**src/rtl/if_refill.sv**
```systemverilog
// I-cache line refill engine: turns an IF-stage miss into a B-beat read burst,
// writes each beat into the data array, then commits tag+valid into the LRU way.
module if_refill #(
  parameter int N = 2,
  parameter int B = 8,
  parameter int S = 64
) (
  input  logic                                   clk,
  input  logic                                   reset,
  input  logic                                   IF_miss,
  input  logic [63:0]                            IF_addr,
  input  logic [((N>1)?$clog2(N):1)-1:0]         lru_way,
  input  logic                                   flush,
  output logic [63:0]                            m_araddr,
  output logic                                   m_arvalid,
  input  logic                                   m_arready,
  input  logic [63:0]                            m_rdata,
  input  logic                                   m_rvalid,
  input  logic                                   m_rlast,
  output logic                                   m_rready,
  output logic                                   fill_we,
  output logic [$clog2(S)-1:0]                   fill_set,
  output logic [((N>1)?$clog2(N):1)-1:0]         fill_way,
  output logic [$clog2(B)-1:0]                   fill_word,
  output logic [63:0]                            fill_data,
  output logic                                   fill_tag_we,
  output logic [63-$clog2(S)-$clog2(B)-3:0]      fill_tag,
  output logic                                   refill_busy,
  output logic                                   refill_err
);
  localparam int WW = (N > 1) ? $clog2(N) : 1;
  localparam int SB = $clog2(S);
  localparam int BB = $clog2(B);
  localparam int YB = 3;
  localparam int TB = 64 - SB - BB - YB;
  localparam int LB = TB + SB;

  typedef enum logic [2:0] {IDLE, REQ, DATA, DRAIN, COMMIT} state_t;

  state_t          state, nxt;
  logic [LB-1:0]   line_q;
  logic [WW-1:0]   way_q;
  logic [BB-1:0]   cnt;
  logic            beat, last_beat, accept;

  assign last_beat   = (cnt == BB'(B-1));
  assign accept      = (state == IDLE) && IF_miss && !flush;
  assign refill_busy = (state != IDLE);
  assign m_araddr    = {line_q, {(BB+YB){1'b0}}};
  assign fill_set    = line_q[SB-1:0];
  assign fill_tag    = line_q[LB-1:SB];
  assign fill_way    = way_q;
  assign fill_word   = cnt;
  assign fill_data   = fill_we ? m_rdata : 64'd0;

  logic unused_addr_lo;
  assign unused_addr_lo = ^IF_addr[BB+YB-1:0];

  always_ff @(posedge clk or posedge reset) begin
    if (reset) state <= IDLE;
    else       state <= nxt;
  end

  always_comb begin
    nxt         = state;
    m_arvalid   = 1'b0;
    m_rready    = 1'b0;
    fill_we     = 1'b0;
    fill_tag_we = 1'b0;
    beat        = 1'b0;
    case (state)
      IDLE:   if (IF_miss && !flush) nxt = REQ;
      REQ: begin
        m_arvalid = 1'b1;
        // a request already accepted cannot be withdrawn; its beats must be drained
        if (m_arready)  nxt = flush ? DRAIN : DATA;
        else if (flush) nxt = IDLE;
      end
      DATA: begin
        m_rready = 1'b1;
        beat     = m_rvalid;
        fill_we  = m_rvalid && !flush;
        if (beat && last_beat) nxt = flush ? IDLE : COMMIT;
        else if (flush)        nxt = DRAIN;
      end
      DRAIN: begin
        m_rready = 1'b1;
        beat     = m_rvalid;
        if (beat && last_beat) nxt = IDLE;
      end
      COMMIT: begin
        fill_tag_we = 1'b1;
        nxt         = IDLE;
      end
      default: nxt = IDLE;
    endcase
  end

  always_ff @(posedge clk or posedge reset) begin
    if (reset) begin
      line_q     <= '0;
      way_q      <= '0;
      cnt        <= '0;
      refill_err <= 1'b0;
    end else begin
      if (accept) begin
        line_q <= IF_addr[63:BB+YB];
        way_q  <= lru_way;
        cnt    <= '0;
      end else if (beat) begin
        cnt <= last_beat ? '0 : cnt + 1'b1;
        // completion is decided by the count; rlast only flags a protocol error
        if (m_rlast != last_beat) refill_err <= 1'b1;
      end
    end
  end
endmodule
```
**config.mk**
```make
export PLATFORM = sky130hd
export DESIGN_NAME = if_refill
export DESIGN_NICKNAME = d
export VERILOG_FILES = /design/src/rtl/if_refill.sv
export SDC_FILE = /design/constraint.sdc
export NUM_CORES = 1
export LEC_CHECK = 0
export CORE_AREA = 2 2 129 131
export CTS_CLUSTER_SIZE = 25
export DETAILED_ROUTE_END_ITERATION = 7
export DIE_AREA = 0 0 131 133
export GPL_TIMING_DRIVEN = 1
export MAX_ROUTING_LAYER = met4
export PLACE_DENSITY = 0.69
export RECOVER_POWER = 100
export SETUP_SLACK_MARGIN = 0.05
export SLEW_MARGIN = 20
export SYNTH_ARGS = -nofsm -noshare
export SYNTH_HDL_FRONTEND = slang
export SYNTH_SLANG_ARGS = --single-unit
```
**constraint.sdc**
```tcl
create_clock -name clk -period 2.6 [get_ports clk]
set_input_delay 0.39 -clock clk [delete_from_list [all_inputs] [get_ports clk]]
set_output_delay 0.39 -clock clk [all_outputs]
set_load 0.1 [all_outputs]
```
==> results of run 1 <==
-- layer usage --
layer,GRT usage (%),vias to the layer above
met1,13.4,1447
li1,-,1428
met2,27.8,199
met4,5.56,0
met5,-,-
met3,4.53,10
-- state kept, by name, indices dropped and copies added (netlist names) --
signal,count
line_q,58
fill_word,3
state,3
fill_way,1
refill_err,1
-- area by class of cell --
cell class                      instances  area share, %
Antenna cell                            2         0.0754
Inverter                                6          0.339
Clock inverter                          5          0.471
Clock buffer                           10           3.60
Multi-Input combinational cell        155           19.8
Tap cell                              220           4.14
Sequential cell                        66           24.9
Timing Repair Buffer                  325           46.7
-- metrics by stage --
step | std cells | setup WS [ps] | area [µm²] | hold slack, ps | utilization (%)
after global placement | 772 | 278 | 7100 | 476 | 43.9
after CTS | 787 | 249 | 7370 | 500 | 45.6
after detailed placement | 772 | 250 | 7100 | 478 | 43.9
final | 789 | 250 | 6640 | 486 | 41.1
after floorplan | 304 | 87.7 | 3810 | 539 | -
after global routing | 788 | 121 | 6640 | 512 | 41.1
-- critical path, stage by stage --
cell and delay, ps:
clkdlybuf4s50_1 540, nand3b_4 140, nor3_4 170, buf_12 240
buf_2 470
-- logic make-up (layout without fill, tap and decap cells) --
| logic type | Yosys count | count (layout) | share of synthesized area (%) |
|---|---|---|---|
| mux | 59 | 59 | 23.3 |
| simple gates | 80 | 80 | 13.8 |
| flops | 66 | 66 | 43.7 |
| xor+xnor | 1 | 1 | 0.232 |
| buf+inv | 83 | 346 | 16.8 |
| fa+ha+maj | 2 | 2 | 0.662 |
| compound gates | 7 | 7 | 1.36 |
| other cells | 1 | 8 | 0.0992 |
-- synth_stat cells --
cell type	count
a31o_2	1
a21oi_1	1
buf_4	64
nor3_1	2
o221ai_1	1
buf_2	1
inv_1	6
nor3_4	1
nor2b_1	1
nor3b_1	1
and3_1	1
dfrtp_1	66
a32oi_1	1
o22ai_1	2
clkbuf_1	1
nand3_4	1
buf_6	11
mux2_2	1
ha_1	2
nand3b_4	1
and2_1	65
nor2_1	1
xnor2_1	1
nor4_1	1
conb_1	1
nand2_1	4
o21bai_1	1
nor2_2	1
mux2_4	58
-- path summary, 6_finish.rpt --
kind / start / endpoint / slack [ps] / cells past startpoint
max in group asynchronous: reset / line_q[47]$_DFFE_PP0N_ / 550 / 3
worst max register to register: state[1]$_DFFE_PP0P_ / line_q[0]$_DFFE_PP0N_ / 440 / 4
worst min-delay path: refill_err$_DFFE_PP0P_ / refill_err$_DFFE_PP0P_ / 490 / 1
worst min register to register: refill_err$_DFFE_PP0P_ / refill_err$_DFFE_PP0P_ / 490 / 1
worst max-delay path: m_rvalid / fill_we / 250 / 5
min in group asynchronous: reset / line_q[11]$_DFFE_PP0N_ / 830 / 2
==> impl_metrics.py, run 1 <==
metrics = {
    "synthesis": {
        "synth_cells": 299,
        "syn_area_um2": 3780,
        "synth_top_cell_by_area": "dfrtp_1",
        "postSynthAreaPerCell_um2": 12.6,
        "ys_ff_latch": 66,
        "yosys_warnings": 0,
        "synth_top_area_share_pct": 43.7,
        "synthTopCellsByArea": "dfrtp_1 44%, mux2_4 23%, buf_4 13%, and2_1 11%, buf_6 3.3%",
        "synth_seq_area_share_pct": 43.7,
        "ys_types": 29,
    },
    "clock_tree": {
        "clkSinkCount": 66,
        "cts_tree": "yes",
        "h-tree-depth": 3,
        "cts_root_buffer": "clkbuf_16",
        "cts-resized-gates": 0,
        "clk_pin_slew_ps": 50,
        "cts_hold_buf": 0,
        "cts_buffers": 9,
        "clk_latency_ps": 330,
        "post-cts-setup-buffers": 0,
        "clk_path_buf_depth": 2,
    },
    "layout": {
        "drive_gt1_share_pct": 17.8,
        "fin_nets": 701,
        "layout_commonest_cell": "clkdlybuf4s50_1",
        "syn_to_final_growth_pct": 75.7,
        "multi_input_comb_area_um2": 1320,
        "ff_latch_area_um2": 1650,
        "fillCellCount": 1637,
        "final_cell_mix": "127 x clkdlybuf4s50_1, 123 x clkbuf_1, 66 x dfrtp_1",
    },
    "drt": {
        "postRouteAntennaNets": 0,
        "wl_met1_um": 4010,
        "wl_met2_um": 7190,
        "drt_wl_total_um": 12700,
        "drtIter0Drc": 44,
        "wl_per_cell_um": 16.1,
        "firstDrtPassIters": 4,
        "drc": 0,
        "top_layer_used": "met4",
        "vias_per_cell": 3.91,
        "vias": 3084,
        "wl_met3_um": 1330,
    },
    "sta": {
        "hold_viol_final": 0,
        "period_needed_ps": 2350,
        "clock.fmax_ghz": 0.426,
        "fin_crit_sh_pct": 90.4,
        "finalMaxSlewViolations": 0,
        "rsz0062_at_grt": "false",
        "worst_slew_pin_slew_ps": 1330,
        "slew_headroom_pct": 11.7,
        "tns_ps": 0,
        "setup_viol": 0,
        "skew_ps": 8.13,
    },
    "run_status": {
        "status": "finished clean",
    },
    "setup_path": {
        "worstSetupPathType": "primary input to output pin",
        "start_kind": "primary input",
        "crit_required_ps": 2210,
        "cp_max_fo": 66,
        "endpoint_kind": "output pin",
        "arrival_ps": 1960,
    },
    "global_route": {
        "grt_pass1_wl_um": 18300,
        "antenna_found_initial": 1,
        "grt_max_degree": 67,
        "grt_pass1_vias": 3330,
        "overflow": 0,
        "grt_util_all_layers_pct": 14.7,
    },
    "placed_design": {
        "gp_congestion": 0.730,
        "port_buffers": 319,
        "dpl.hpwl_um": 10900,
    },
    "die": {
        "num_rows": 47,
        "start_util_pct": 23.4,
        "ios": 332,
        "die_w_um": 131,
        "core_um2": 16200,
        "die-area_um2": 17400,
        "dieHeight_um": 133,
    },
    "job": {
        "maxCapViolCount": 0,
    },
    "hold_path": {
        "min_path_type": "flop to flop",
    },
}
Power of run 1 is not shown: default switching activity piles up to over one toggle a cycle in this logic, so the estimate is an artifact.
==> run 2: changes to the inputs <==
Settings changed: CAP_MARGIN set to 10, HOLD_SLACK_MARGIN set to 0.05.
==> results of run 2 <==
No change in the layout: final DEF, timing and power equal those of run 1.
Power of run 2 is left out for the same reason.
